`src/rtl/rst_release_seq.sv`:
```
// Reset release sequencer: synchronises reset deassertion, holds all domains, then releases them one by one.
// Optional macro RST_SEQ_CLKEN_EN adds a per-domain clk_en output that leads each release by one step.
module rst_release_seq #(
    parameter int NUM_RST     = 32,
    parameter int CNT_W       = 16,
    parameter int SYNC_STAGES = 2
) (
    input  logic               clk,
    input  logic               rst,
    input  logic [CNT_W-1:0]   cfg_dly,
    input  logic [NUM_RST-1:0] cfg_mask,
    input  logic               soft_req,
    output logic               soft_ack,
    output logic [NUM_RST-1:0] rst_out,
    output logic               busy,
    output logic               done
`ifdef RST_SEQ_CLKEN_EN
    ,
    output logic [NUM_RST-1:0] clk_en
`endif
);

    localparam int IDX_W = (NUM_RST > 1) ? $clog2(NUM_RST) : 1;

    typedef enum logic [1:0] {
        S_RESET,
        S_HOLD,
        S_RELEASE,
        S_DONE
    } state_t;

    state_t             r_state;
    state_t             w_next_state;
    logic [SYNC_STAGES-1:0] r_sync;
    logic               w_rst_sync;
    logic [CNT_W-1:0]   r_cnt;
    logic [CNT_W-1:0]   r_dly;
    logic [NUM_RST-1:0] r_mask;
    logic [IDX_W-1:0]   r_idx;
    logic [NUM_RST-1:0] r_rst_out;
    logic               r_soft_ack;
    logic [IDX_W-1:0]   w_first_idx;
    logic [IDX_W-1:0]   w_next_idx;
    logic               w_has_next;
    logic               w_any_en;
    logic               w_event;
    logic               w_enter_hold;
    logic               w_soft_restart;
    logic               w_active;

    always_ff @(posedge clk or negedge rst) begin
        if (!rst) begin
            r_sync <= '0;
        end else begin
            r_sync <= {r_sync[SYNC_STAGES-2:0], 1'b1};
        end
    end

    assign w_rst_sync = r_sync[SYNC_STAGES-1];

    // Lowest enabled channel overall, and lowest enabled channel above the current index.
    always_comb begin
        w_first_idx = '0;
        w_next_idx  = '0;
        w_has_next  = 1'b0;
        for (int i = NUM_RST - 1; i >= 0; i--) begin
            if (r_mask[i]) begin
                w_first_idx = IDX_W'(i);
                if (IDX_W'(i) > r_idx) begin
                    w_next_idx = IDX_W'(i);
                    w_has_next = 1'b1;
                end
            end
        end
    end

    assign w_any_en       = |r_mask;
    assign w_event        = (r_cnt == '0);
    assign w_active       = (r_state == S_HOLD) || (r_state == S_RELEASE);
    assign w_soft_restart = (r_state == S_DONE) && soft_req;
    assign w_enter_hold   = (w_next_state == S_HOLD) && (r_state != S_HOLD);

    always_ff @(posedge clk or negedge rst) begin
        if (!rst) begin
            r_state <= S_RESET;
        end else begin
            r_state <= w_next_state;
        end
    end

    always_comb begin
        w_next_state = r_state;
        case (r_state)
            S_RESET: begin
                if (w_rst_sync) begin
                    w_next_state = S_HOLD;
                end
            end
            S_HOLD: begin
                if (w_event) begin
                    w_next_state = w_any_en ? S_RELEASE : S_DONE;
                end
            end
            S_RELEASE: begin
                if (w_event && !w_has_next) begin
                    w_next_state = S_DONE;
                end
            end
            S_DONE: begin
                if (soft_req) begin
                    w_next_state = S_HOLD;
                end
            end
            default: w_next_state = S_RESET;
        endcase
    end

    always_comb begin
        busy = 1'b0;
        done = 1'b0;
        case (r_state)
            S_HOLD:    busy = 1'b1;
            S_RELEASE: busy = 1'b1;
            S_DONE:    done = 1'b1;
            default: begin
                busy = 1'b0;
                done = 1'b0;
            end
        endcase
    end

    // Configuration is frozen at each HOLD entry so mid-sequence edits cannot disturb the release order.
    always_ff @(posedge clk or negedge rst) begin
        if (!rst) begin
            r_dly  <= '0;
            r_mask <= '0;
            r_cnt  <= '0;
        end else if (w_enter_hold) begin
            r_dly  <= cfg_dly;
            r_mask <= cfg_mask;
            r_cnt  <= cfg_dly;
        end else if (w_active) begin
            if (w_event) begin
                r_cnt <= r_dly;
            end else begin
                r_cnt <= r_cnt - CNT_W'(1);
            end
        end
    end

    always_ff @(posedge clk or negedge rst) begin
        if (!rst) begin
            r_idx <= '0;
        end else if ((r_state == S_HOLD) && w_event) begin
            r_idx <= w_first_idx;
        end else if ((r_state == S_RELEASE) && w_event && w_has_next) begin
            r_idx <= w_next_idx;
        end
    end

    always_ff @(posedge clk or negedge rst) begin
        if (!rst) begin
            r_rst_out  <= '0;
            r_soft_ack <= 1'b0;
        end else begin
            r_soft_ack <= w_soft_restart;
            if (w_soft_restart) begin
                r_rst_out <= '0;
            end else if ((r_state == S_RELEASE) && w_event) begin
                r_rst_out[r_idx] <= 1'b1;
            end
        end
    end

    assign rst_out  = r_rst_out;
    assign soft_ack = r_soft_ack;

`ifdef RST_SEQ_CLKEN_EN
    logic [NUM_RST-1:0] r_clk_en;

    always_ff @(posedge clk or negedge rst) begin
        if (!rst) begin
            r_clk_en <= '0;
        end else if (w_soft_restart) begin
            r_clk_en <= '0;
        end else if ((r_state == S_HOLD) && w_event && w_any_en) begin
            r_clk_en[w_first_idx] <= 1'b1;
        end else if ((r_state == S_RELEASE) && w_event && w_has_next) begin
            r_clk_en[w_next_idx] <= 1'b1;
        end
    end

    assign clk_en = r_clk_en;
`endif

endmodule

```
`config.mk`:
```
export PLATFORM = sky130hd
export DESIGN_NAME = rst_release_seq
export DESIGN_NICKNAME = d
export VERILOG_FILES = /design/src/rtl/rst_release_seq.sv
export SDC_FILE = /design/constraint.sdc
export NUM_CORES = 1
export LEC_CHECK = 0
export BUFFER_PORTS_ARGS = -buffer_cell sky130_fd_sc_hd__clkbuf_2
export CORE_ASPECT_RATIO = 1.4
export CORE_MARGIN = 1.5
export CORE_UTILIZATION = 35
export CTS_CLUSTER_SIZE = 20
export DETAILED_ROUTE_END_ITERATION = 16
export PLACE_DENSITY = 0.55
export SYNTH_ARGS = -nofsm -noshare
export SYNTH_HDL_FRONTEND = slang
export SYNTH_SLANG_ARGS = --single-unit
export TNS_END_PERCENT = 20
```
`constraint.sdc`:
```
create_clock -name clk -period 3.6 [get_ports clk]
set_clock_uncertainty 0.2 [all_clocks]
set_input_delay 0.54 -clock clk [delete_from_list [all_inputs] [get_ports clk]]
set_output_delay 0.54 -clock clk [all_outputs]
set_load 0.005 [all_outputs]
```
==> results.ini <==
[sta]
final_hold_viol_count = 0
min_period_ns = 3.12
rsz0062_at_grt = false
worst_pin_slew_ns = 1.16
fin_crit_sh_pct = 86.6
tns_ns = 0
fmax_mhz = 321
setup_ws_ns = 0.481
drv_slew = 0
final-setup-viol-count = 0
maxSlewHeadroom_pct = 23.0

[yosys]
syn-cell-area_sq_um = 6170
yosysTopAreaCell = dfrtp_1
netlist_top_cells_count = dfrtp_1 (106), nor2_1 (76), a21oi_1 (57)
async_flop_share_pct = 100
yosysWarnings = 0
synth_cells = 627
synth_most_common_cell = dfrtp_1
synth-main-ff-cell = dfrtp_1
synth_edf_count = 0
synth_compound_area_share_pct = 18.2
ys_ff_latch = 106
synth_adder_area_share_pct = 1.01
synth_xor_area_share_pct = 0
synth_top_family_by_area = compound AO/OA/AOI/OAI gates
synth.area.mux_share_pct = 15.3
ys_seq_area_share_pct = 43.0
synth_cell_type_count = 70
netlist.area_leader.share_pct = 43.0
synth_fp_nets = 683
synthSimpleGateAreaFrac_pct = 18.1
avgSynthCellArea_sq_um = 9.85
synth_area_leaders = dfrtp_1 (43%), mux2_4 (12%), a21oi_1 (4.6%), nor2_1 (4.6%), o21ai_0 (2.6%)

[clock_network]
clk_pin_slew_ns = 0.08
numClockSinks = 106
ctsLongestPathBuffers = 2
htree_num_levels = 3
cts_tree = done
root_buffer = clkbuf_16
ctsHoldBuffers = 0
numCtsBuffers = 9
clk_latency_ns = 0.37
post_cts_buffers = 0
cts_resized = 0

[final_layout]
area_growth_pct = 18.0
antenna_cells = 0
final_area_sq_um = 7280
final_cells = 961
final_util_pct = 42.0
finalNetCount = 776
drive_gt1_share_pct = 29.1
multiInputGateArea_sq_um = 3250
ff_latch_area_sq_um = 2650
fillers = 1712

[setup_path]
cp-start-kind = flip-flop
r2r_setup_slack_ns = 0.48
slowest_delay_ns = 0.44
worstPathRequired_ns = 3.65
critPathMaxFanout = 24
r2r_end = r_mask[3]$_DFFE_PN0P_
crit_top_cell = nor4_2
reg2reg_depth = 10
crit_type = reg -> reg
slowest_stage = buf_4
critPathArrivalTime_ns = 3.17
path_cells = inv_1, ha_1, nor3b_1, and4_1, nand2_2, nor4_2, nor4_2, nor3_4, buf_4, mux2_2
cp-end-kind = flip-flop
r2r_start = r_cnt[0]$_DFFE_PN0P_

[die]
die_area_sq_um = 18500
core_area_sq_um = 17300
die_y_um = 160
initial_core_util_pct = 35.6
io-pin-count = 86
rows = 57
die_x_um = 115

[place]
hpwl_um = 12900
place_congestion = 0.973
place_area_sq_um = 6970
detailedPlace.worstSlack_ns = 0.475
port_buffers = 85
dpl.cell_count = 945

[drt]
wl_per_cell_um = 18.3
vias_per_cell = 5.51
vias = 5296
first_pass_iters = 5
drt_wl_total_um = 17600
ant_nets = 0
drc = 0
drt_iter0_markers = 254

[global_route]
grt_pass1_vias = 5342
grt_util_all_layers_pct = 20.0
grt_max_degree = 60
grt_pass1_wl_um = 28500
grt-ovfl-total = 0
antenna_found_initial = 0

[power]
leakage_nw = 3.30
peakVddDrop_v = 0.000466
p_per_area_nw_per_um2 = 881

[outcome]
status = finished clean

[flow_run]
cap_violations = 0

[hold_path]
hold_class = in -> async

==> worst max path at each step <==
stage                    startpoint               endpoint  depth (start not counted)
4_1_cts        r_cnt[0]$_DFFE_PN0P_  r_mask[3]$_DFFE_PN0P_                         10
3_5_place_dp   r_cnt[0]$_DFFE_PN0P_  r_mask[3]$_DFFE_PN0P_                         10
2_1_floorplan  r_cnt[0]$_DFFE_PN0P_   r_cnt[0]$_DFFE_PN0P_                         10
5_1_grt        r_cnt[0]$_DFFE_PN0P_  r_mask[2]$_DFFE_PN0P_                         10
3_3_place_gp   r_cnt[0]$_DFFE_PN0P_  r_mask[3]$_DFFE_PN0P_                         10
6_report       r_cnt[0]$_DFFE_PN0P_  r_mask[3]$_DFFE_PN0P_                         10
==> cell type report <==
cell class | instances | area share, %
Clock inverter | 7 | 1.19
Timing Repair Buffer | 117 | 9.52
Multi-Input combinational cell | 465 | 44.6
Sequential cell | 106 | 36.4
Clock buffer | 9 | 3.09
Inverter | 21 | 1.08
Tap cell | 236 | 4.05
==> cells in the final DEF, fill, tap and decap left out, types with 3 or more instances in the layout <==
cell and instances:
a211oi_1 3, a21boi_0 3, a21oi_1 57, a22o_1 3, a22oi_1 4, a2bb2oi_1 3, a31oi_1 11, a32o_1 3
a32oi_1 3, and2_1 3, and3_1 3, and4_1 3, buf_4 31, clkbuf_16 9, clkbuf_2 84, clkinv_8 3
dfrtp_1 106, ha_1 5, inv_1 21, mux2_2 14, mux2_4 49, mux2i_1 4, nand2_1 33, nand2b_1 7
nand3_1 16, nand4_1 9, nor2_1 76, nor2b_1 8, nor3_1 24, nor3b_1 5, nor4_1 7, o211ai_1 13
o21a_1 3, o21ai_0 32, o2bb2ai_1 3, o311ai_0 3, o31ai_1 6, o32a_1 3, or2_2 3
==> kinds of logic after synthesis <==
group,after synthesis
compound gates,173
fa+ha+maj,5
flops,106
mux,68
other cells,1
simple gates,218
buf+inv,56
==> metrics by stage <==
step                hold slack, ns  total power [mW]
floorplan                   0.0444              4.62
global route                0.0979              6.86
CTS                         0.0729              6.47
global placement             0.134              5.32
finish                      0.0240              6.41
detailed placement           0.136              5.42
==> worst max-delay path: cells and delay by family, from the launching register on <==
family | cells | cell delay, ns
simple gates | 6 | 1.28
flops | 1 | 0.39
mux | 1 | 0.38
fa+ha+maj | 1 | 0.20
buf+inv | 2 | 0.55
==> layer usage <==
| metal | up-vias | share of wire [%] | global-route usage (%) |
|---|---|---|---|
| li1 | 2503 | - | - |
| met1 | 2597 | 41 | 24.0 |
| met2 | 154 | 51 | 34.1 |
| met3 | 42 | 4.8 | 3.53 |
| met4 | 0 | 3.5 | 9.60 |
| met5 | - | 0 | 0 |
==> state kept, by name, indices dropped and copies added (netlist names) <==
name      cells
soft_ack      1
r_sync        2
rst_out      32
r_mask       32
r_state       2
r_idx         5
r_cnt        16
r_dly        16
==> report_power, final <==
group	internal, mW	switching [mW]	leakage, nW	total (mW)
Combinational	1.67	1.37	1.84	3.04
Sequential	1.74	0.609	1.31	2.35
Clock	0.498	0.527	0.150	1.02
No activity file was read; power rests on OpenSTA's default activity.
